==> src/rtl/mc_cpu_core.sv <==
`default_nettype none
// =============================================================================
// Module : mc_cpu_core
// Multi-cycle 16-bit-ISA core, single shared ALU, req/ready instruction/data ports.
// Rev    : 1.0
// =============================================================================
module mc_cpu_core #(
   parameter int                DATA_W   = 8,
   parameter int                ADDR_W   = 8,
   parameter logic [ADDR_W-1:0] RESET_PC = '0
) (
   input  logic              clk,
   input  logic              rst,
   output logic              imem_req,
   output logic [ADDR_W-1:0] imem_addr,
   input  logic              imem_ready,
   input  logic [15:0]       imem_rdata,
   output logic              dmem_req,
   output logic              dmem_we,
   output logic [ADDR_W-1:0] dmem_addr,
   output logic [DATA_W-1:0] dmem_wdata,
   input  logic              dmem_ready,
   input  logic [DATA_W-1:0] dmem_rdata,
   output logic              halted,
   output logic [ADDR_W-1:0] pc_dbg
);

   typedef enum logic [2:0] {
      S_FETCH  = 3'd0,
      S_DECODE = 3'd1,
      S_EXEC   = 3'd2,
      S_MEM    = 3'd3,
      S_WB     = 3'd4,
      S_HALT   = 3'd5
   } state_t;

   localparam logic [3:0] OP_ADD  = 4'd0;
   localparam logic [3:0] OP_SUB  = 4'd1;
   localparam logic [3:0] OP_AND  = 4'd2;
   localparam logic [3:0] OP_OR   = 4'd3;
   localparam logic [3:0] OP_XOR  = 4'd4;
   localparam logic [3:0] OP_ADDI = 4'd5;
   localparam logic [3:0] OP_LD   = 4'd6;
   localparam logic [3:0] OP_ST   = 4'd7;
   localparam logic [3:0] OP_JMP  = 4'd8;
   localparam logic [3:0] OP_BR   = 4'd9;
   localparam logic [3:0] OP_HALT = 4'd15;
   localparam int         MSB     = DATA_W - 1;

   state_t            state;
   logic [15:0]       ir;
   logic [ADDR_W-1:0] pc;
   logic [DATA_W-1:0] regs [8];
   logic [DATA_W-1:0] opa, opb, opd, result;
   logic              flag_z, flag_c, flag_s, flag_o;

   logic [3:0]        op;
   logic [2:0]        rd;
   logic [DATA_W-1:0] simm, alu_b, alu_res;
   logic [DATA_W:0]   sum, diff;
   logic              alu_c, alu_o, br_taken;

   assign op        = ir[15:12];
   assign rd        = ir[11:9];
   assign simm      = {{(DATA_W-6){ir[5]}}, ir[5:0]};
   assign imem_addr = pc;
   assign pc_dbg    = pc;

   // One adder serves ADD, ADDI and the LD/ST effective address.
   always_comb begin
      alu_b   = (op == OP_ADDI || op == OP_LD || op == OP_ST) ? simm : opb;
      sum     = {1'b0, opa} + {1'b0, alu_b};
      diff    = {1'b0, opa} - {1'b0, opb};
      alu_res = sum[DATA_W-1:0];
      alu_c   = sum[DATA_W];
      alu_o   = (opa[MSB] == alu_b[MSB]) && (sum[MSB] != opa[MSB]);
      case (op)
         OP_SUB: begin
            alu_res = diff[DATA_W-1:0];
            alu_c   = diff[DATA_W];
            alu_o   = (opa[MSB] != opb[MSB]) && (diff[MSB] != opa[MSB]);
         end
         OP_AND: begin alu_res = opa & opb; alu_c = 1'b0; alu_o = 1'b0; end
         OP_OR:  begin alu_res = opa | opb; alu_c = 1'b0; alu_o = 1'b0; end
         OP_XOR: begin alu_res = opa ^ opb; alu_c = 1'b0; alu_o = 1'b0; end
         default: ;
      endcase
   end

   always_comb begin
      case (rd)
         3'd0:    br_taken = 1'b1;
         3'd1:    br_taken = flag_z;
         3'd2:    br_taken = flag_c;
         3'd3:    br_taken = ~flag_z & ~flag_c;
         3'd4:    br_taken = flag_s ^ flag_o;
         3'd5:    br_taken = ~flag_z & ~(flag_s ^ flag_o);
         default: br_taken = 1'b0;
      endcase
   end

   always_ff @(posedge clk or posedge rst) begin
      if (rst) begin
         state      <= S_FETCH;
         pc         <= RESET_PC;
         ir         <= '0;
         opa        <= '0;
         opb        <= '0;
         opd        <= '0;
         result     <= '0;
         flag_z     <= 1'b0;
         flag_c     <= 1'b0;
         flag_s     <= 1'b0;
         flag_o     <= 1'b0;
         imem_req   <= 1'b0;
         dmem_req   <= 1'b0;
         dmem_we    <= 1'b0;
         dmem_addr  <= '0;
         dmem_wdata <= '0;
         halted     <= 1'b0;
         for (int i = 0; i < 8; i++) regs[i] <= '0;
      end else begin
         case (state)
            // Only the first fetch after reset raises req here; later entries arrive with it set.
            S_FETCH: begin
               if (!imem_req) begin
                  imem_req <= 1'b1;
               end else if (imem_ready) begin
                  ir       <= imem_rdata;
                  pc       <= pc + ADDR_W'(1);
                  imem_req <= 1'b0;
                  state    <= S_DECODE;
               end
            end
            S_DECODE: begin
               opa   <= regs[ir[8:6]];
               opb   <= regs[ir[5:3]];
               opd   <= regs[rd];
               state <= S_EXEC;
            end
            S_EXEC: begin
               state    <= S_FETCH;
               imem_req <= 1'b1;
               case (op)
                  OP_ADD, OP_SUB, OP_AND, OP_OR, OP_XOR, OP_ADDI: begin
                     result   <= alu_res;
                     flag_z   <= (alu_res == '0);
                     flag_s   <= alu_res[MSB];
                     flag_c   <= alu_c;
                     flag_o   <= alu_o;
                     imem_req <= 1'b0;
                     state    <= S_WB;
                  end
                  OP_LD, OP_ST: begin
                     dmem_req   <= 1'b1;
                     dmem_we    <= (op == OP_ST);
                     dmem_addr  <= sum[ADDR_W-1:0];
                     dmem_wdata <= opd;
                     imem_req   <= 1'b0;
                     state      <= S_MEM;
                  end
                  OP_JMP: pc <= ir[ADDR_W-1:0];
                  OP_BR: begin
                     if (br_taken) pc <= ir[ADDR_W-1:0];
                  end
                  OP_HALT: begin
                     imem_req <= 1'b0;
                     halted   <= 1'b1;
                     state    <= S_HALT;
                  end
                  default: ;
               endcase
            end
            S_MEM: begin
               if (dmem_ready) begin
                  dmem_req <= 1'b0;
                  dmem_we  <= 1'b0;
                  if (dmem_we) begin
                     imem_req <= 1'b1;
                     state    <= S_FETCH;
                  end else begin
                     result <= dmem_rdata;
                     state  <= S_WB;
                  end
               end
            end
            S_WB: begin
               regs[rd] <= result;
               imem_req <= 1'b1;
               state    <= S_FETCH;
            end
            S_HALT: halted <= 1'b1;
            default: state <= S_FETCH;
         endcase
      end
   end

endmodule
`default_nettype wire

==> config.mk <==
export PLATFORM = sky130hd
export DESIGN_NAME = mc_cpu_core
export DESIGN_NICKNAME = d
export VERILOG_FILES = /design/src/rtl/mc_cpu_core.sv
export SDC_FILE = /design/constraint.sdc
export NUM_CORES = 1
export LEC_CHECK = 0
export ABC_AREA = 0
export CAP_MARGIN = 20
export CORE_UTILIZATION = 60
export DETAILED_ROUTE_END_ITERATION = 8
export PLACE_DENSITY_LB_ADDON = 0.05
export SETUP_SLACK_MARGIN = 0.4
export SYNTH_ARGS = -nofsm -noshare
export SYNTH_HDL_FRONTEND = slang
export SYNTH_SLANG_ARGS = --single-unit
==> constraint.sdc <==
create_clock -name clk -period 5.8 [get_ports clk]
set_input_delay 1.16 -clock clk [delete_from_list [all_inputs] [get_ports clk]]
set_output_delay 1.16 -clock clk [all_outputs]
set_load 0.03 [all_outputs]
==> run metrics <==
status=finished clean; flops & latches, synth=147; pin count of the biggest net entering global routing=110; most flop-heavy register=regs; ys flop type=dfrtp_1; Synth top cells by count=dfrtp_1 (147), nand2_1 (94), mux2_2 (76); max reg flops=64; Final ANT Viol Nets=0; Max Fanout on Critical Path=21; WS Path Type=reg2reg; Static Leakage=4.523 nW; Overall Global Routing Usage=0.3384; CP endpoint=flag_o$_DFFE_PP0P_; DR DRC count=0; reg2reg path depth=12; Max Slew Vio Count=0; Setup TNS Final=0 ns; mapped cell area=8917 um^2; Clock transition at path regs=0.06 ns; antenna violations before repair=0; flop2flop setup slack=2.11 ns; Post-CTS Setup Inserts=0; Max clock buf depth=2; hpwl dp=16.60 mm; detailed-route via count=7,020; Syn. warnings=0; Slew @ Worst Pin=0.8699 ns; Post-Syn Instances=819; cells taking the most area after synthesis=dfrtp_1 (41%), mux4_2 (12%), mux2_2 (9.6%); shortest period the worst path allows=3.690 ns; vias per std cell=6.641; final worst-path setup slack=2.110 ns; Max Fclk=271.0 MHz; placed cell count=1,022; r2r endpoint=flag_o$_DFFE_PP0P_; Register Area=3679 um^2; worst-case hold slack=0.4669 ns; Ant. Diodes=0; Fillers=1,064; Root Buffer=clkbuf_16; Hold Fails Final Rpt=0; Remaining Overflow, GRT=0; Area Overhead vs Synth=14.97%; RR Startpoint=ir[12]$_DFFE_PP0P_; Overall Power=6.790 mW; I/O pin count=64; setup violators final=0; row count=44; Die W=123.9 um; Netlist cell types=70; most used cell, CP=o21ai_0; cts hold-fix bufs=0; number of global-route vias before repair=6,876; worst path cell trace=nor2_1 -> nor3_1 -> buf_2 -> nand2_1 -> o21ai_0 -> ha_1 -> o21ai_0 -> a31oi_1 -> o41a_1 -> o32a_1 -> a211oi_1 -> a21o_1; Num CTS Buffers=17; Crit. Startpoint=ir[12]$_DFFE_PP0P_; EDFF count, synth=0; CTS Sinks=147; die outline height=123.9 um; Total Wirelength=24.21 mm; DR WL/cell=22.90 um; slowest CP cell=dfrtp_1; core outline area=14,530 um^2; largest registers=regs (64), ir (16); Worst slew margin=0.4201; share of layout cells above drive strength 1=0.2108; first-pass GRT wire length=37.73 mm; Worst Setup Start Kind=flip-flop; post-CTS sizing=0; Non-Filler Instances=1,057; fraction of registers with async set/reset=1.000; Arr. time, crit path=4.06 ns; skew final=0.006522 ns; part of the Yosys area used for sequential elements=0.4125; NumNets Final=924; initial DRC count=869; initial core utilization=0.6136; P per Cell Area=662.3 nW/um^2; critical path's largest stage delay=0.74 ns; Peak VDD IR=0.0003098 V; top cell type's share of synthesized area=0.4125; multi-input logic area=4845 um^2; Avg Inst Size Synth=10.89 um^2; Synth Net Count=883; Die Area=15,350 um^2; hold crit path type=reg2reg; Port Buf Inserts=63; H-tree levels=4; CP endpoint kind=flip-flop; routability cong.=1.037; max-cap viol count=0; worst slack, placed=1.708 ns; unrepaired setup endpoints after global routing=no; clock insertion delay at the later pin of the skew report=0.42 ns; CTS tree=yes; post-synth top area cell=dfrtp_1; most numerous cell in the Yosys netlist=dfrtp_1; Tcrit/Tclk final=0.6361; 1st-pass router iterations=5; Critical Path RT=6.17 ns
## per-layer routing
layer	part of all wire	vias up	global-route usage
met3	0.073	66	0.06364
met5	0	-	0
met4	0.032	0	0.1518
li1	-	3081	-
met2	0.49	343	0.5337
met1	0.41	3530	0.4578
## logic make-up after synthesis
kind of cell             synth area share
flip-flops                         0.4125
AO/OA/AOI/OAI                      0.1243
AND/OR/NAND/NOR                    0.1190
multiplexers                       0.2397
buffers and inverters             0.04546
adder cells (fa/ha/maj)           0.05220
XOR/XNOR                         0.006875
## report_power, final
group / total [mW] / internal [mW] / switching, mW
Sequential: 2.11 / 1.46 / 0.654
Combinational: 3.54 / 1.62 / 1.93
Clock: 1.13 / 0.711 / 0.422
## final cells by class
| type | count | share of cell area |
|---|---|---|
| repair buffers | 78 | 0.07493 |
| inverters | 32 | 0.01220 |
| well taps | 184 | 0.02246 |
| flip-flops and latches | 147 | 0.3588 |
| clock inverters | 8 | 0.01208 |
| clock buffers | 24 | 0.04699 |
| multi-input cells | 584 | 0.4725 |
## critical path: cells and delay by family, from the launching register on
kind	cells	cell delay, ns
AND/OR/NAND/NOR	3	0.67
AO/OA/AOI/OAI	7	1.64
flip-flops	1	0.74
buffers and inverters	1	0.29
adder cells (fa/ha/maj)	1	0.29
## worst min path at each step
stage                        startpoint                         to  slack [ns]  cells after the start
2_1_floorplan        opd[0]$_DFFE_PP0P_  dmem_wdata[0]$_DFFE_PP0P_        0.44                      2
3_5_place_dp         opd[2]$_DFFE_PP0P_  dmem_wdata[2]$_DFFE_PP0P_        0.46                      2
6_report             opd[2]$_DFFE_PP0P_  dmem_wdata[2]$_DFFE_PP0P_        0.47                      2
4_1_cts              opd[2]$_DFFE_PP0P_  dmem_wdata[2]$_DFFE_PP0P_        0.47                      2
3_3_place_gp         opd[2]$_DFFE_PP0P_  dmem_wdata[2]$_DFFE_PP0P_        0.46                      2
5_1_grt        dmem_addr[2]$_DFFE_PP0P_   dmem_addr[2]$_DFFE_PP0P_        0.50                      2
## per-stage QoR
stage	utilization	cell area (um^2)
2_1_floorplan	-	8917
3_3_place_gp	0.6605	9599
3_5_place_dp	0.6605	9599
4_1_cts	0.7021	10200
5_1_grt	0.7054	10250
6_report	0.7054	10250
## cells in the final DEF (no fill, tap or decap), types with 12 or more instances in the layout
| cell type | count |
|---|---|
| a21oi_1 | 39 |
| a31oi_1 | 16 |
| buf_4 | 12 |
| clkbuf_16 | 17 |
| clkdlybuf4s50_1 | 63 |
| dfrtp_1 | 147 |
| ha_1 | 34 |
| inv_1 | 31 |
| mux2_2 | 76 |
| mux2i_1 | 20 |
| mux4_2 | 48 |
| nand2_1 | 94 |
| nand3_1 | 12 |
| nor2_1 | 57 |
| o21ai_0 | 44 |
Power figures use the tool's default switching activity.
==> patch, RTL diff (same settings) <==
Change the parameter `ADDR_W` from 8 to 7.
--- a/src/rtl/mc_cpu_core.sv
+++ b/src/rtl/mc_cpu_core.sv
@@ -7,5 +7,5 @@
 module mc_cpu_core #(
    parameter int                DATA_W   = 8,
-   parameter int                ADDR_W   = 8,
+   parameter int                ADDR_W   = 7,
    parameter logic [ADDR_W-1:0] RESET_PC = '0
 ) (
Ports: changed (resized dmem_addr, imem_addr and pc_dbg); port bits go from 64 to 61. No check against the original RTL was run, so the function may have changed too.
==> patch against the unedited design <==
Worst hold slack improved by 0.011 ns. Maximum frequency decreased by 3.8%. Sequential cell count decreased by 2. Total power decreased by 1.9%. Combinational power decreased by 2%. Cell area decreased by 1.6%. Worst setup slack got worse by 0.15 ns. Count of clock-buffer cells in the layout decreased by 3. Wire length decreased by 1.7%. Area after synthesis decreased by 1.5%. Critical path type unchanged. Critical endpoint is now flag_s. Largest cell class unchanged. Highest routed layer unchanged.
==> patch: results (changes against the unedited design) <==
number of DRC violations after detailed-routing iteration 0=610 (-30%); worst min-delay path class=flip-flop to flip-flop; met2 usage=55.51% (+2.1 points); CP Max Fanout=23 (+9.5%); Top Layer Used=met4; status=finished, final reports clean; ranking of synthesized cells by area=dfrtp_1 (41%), mux4_2 (12%), mux2_2 (10%); Least-Margin Pin Slew=1.179 ns (+0.3091 ns); share of layout cells above drive strength 1=21.45% (+0.38 points); Hold EP=dmem_wdata[1]; Total Nets Final=905 (-2.1%); final WL=23.81 mm (-1.7%); GR Util met1=43.49% (-2.3 points); Routability Congestion=0.9223 (-11%); Clock Skew=0.01463 ns (+0.008108 ns); Max Slew Vio Count=0 (unchanged); clock slew at reported path FFs=0.06 ns (about the same); core area=14,100 µm² (-3.0%); peak supply drop=0.2922 mV (-5.7%); cell family with the largest share of critical-path delay=simple AND/OR/NAND/NOR gates; Pleak=0.004531 µW (+0.19%); initial antenna violation count=0 (unchanged); largest net degree at the start of global routing=110 (unchanged); Clock Latency Late Sink=0.43 ns; Post-synth ARST share=100.0% (unchanged); clock tree buffer depth=2 (unchanged); critical path's slowest cell=dfrtp_1; WL met3=1.676 mm (-5.7%); reg-to-reg endpoint=flag_s; htree depth=4 (unchanged); vias in the first global route=6,483 (-5.7%); Synth top cells by count=dfrtp_1 (145), nand2_1 (86), mux2_2 (80), a21oi_1 (61), nor2_1 (59); Ant. Diodes=0 (unchanged); Reg2Reg Launch Point=ir[13]; via count=6,721 (-4.3%); HP Start=opd[1]; Synthesis Warnings=0 (unchanged); CTS root buf=clkbuf_16; reg2reg setup slack=1.96 ns (-0.15 ns); global routing usage on met3=6.089% (-0.28 points); first-pass GRT wire length=36.63 mm (-2.9%); max incr delay on CP=0.77 ns (+0.03 ns); routed wl met2=12.00 mm (+1.9%); register area share after synthesis=41.30% (+0.053 points); DRT Pass-1 Iters=5 (unchanged); M1 WL=9.540 mm (-3.5%); # port buffers=60 (-4.8%); syn_nets=867 (-1.8%); all-layer global routing usage=33.39% (-0.45 points); number of unique standard cell types used by synthesis=65 (-7.1%); HPWL after detailed placement=16.53 mm (-0.45%)
-- patch: changes by cell type in the layout (fill, tap and decap cells not counted), sizes merged, moves of 8 or more --
cell,change
a21oi,+23
a31oi,-13
mux2i,+10
nand2,-8
-- patch: layout make-up --
cell class	instances	area, µm²
clock buffer	21	470.5
fill	969	4010
multi-input combinational	571	4801
inverter	34	132.6
timing repair buffer	71	700.7
clock inverter	11	127.6
tap	180	225.2
sequential	145	3628
-- patch: worst min-delay path: stages, from the launching register on --
cell	delay [ns]
dfrtp_1	0.35
nand2_1	0.05
nand2_1	0.05
-- patch: where the power goes --
part           leakage [µW]  switching (µW)  internal [µW]  total [µW]
clock              0.000291             432            670        1100
combinational       0.00238            1890           1570        3460
sequential          0.00186             686           1410        2100
total               0.00453            3010           3650        6660
-- patch: worst max path at each step --
stage                start            to  cells past startpoint
floorplan              rst  dmem_addr[0]                      1
global placement    ir[13]        flag_s                     12
detailed placement  ir[13]        flag_s                     11
CTS                 ir[13]        flag_s                     12
global route        ir[13]        flag_s                     12
finish              ir[13]        flag_s                     12
-- patch: stage by stage --
step,power (µW),area [µm²],instances,hold WS [ns],setup WS (ns)
2_1_floorplan,4399,8785,802,0.4394,0.7454
6_report,6658,10090,1033,0.4778,1.963
3_5_place_dp,5474,9468,998,0.4600,2.056
3_3_place_gp,5351,9440,997,0.4605,2.157
4_1_cts,6611,10070,1030,0.4686,1.982
5_1_grt,7040,10090,1033,0.4974,1.693
-- patch: kinds of logic after synthesis --
logic type | count (synthesis) | share of synthesized area, %
compound gates | 151 | 10.64
xor+xnor | 8 | 0.7976
buf+inv | 86 | 4.202
mux | 159 | 26.11
fa+ha+maj | 37 | 5.441
simple gates | 216 | 11.51
flops | 145 | 41.30
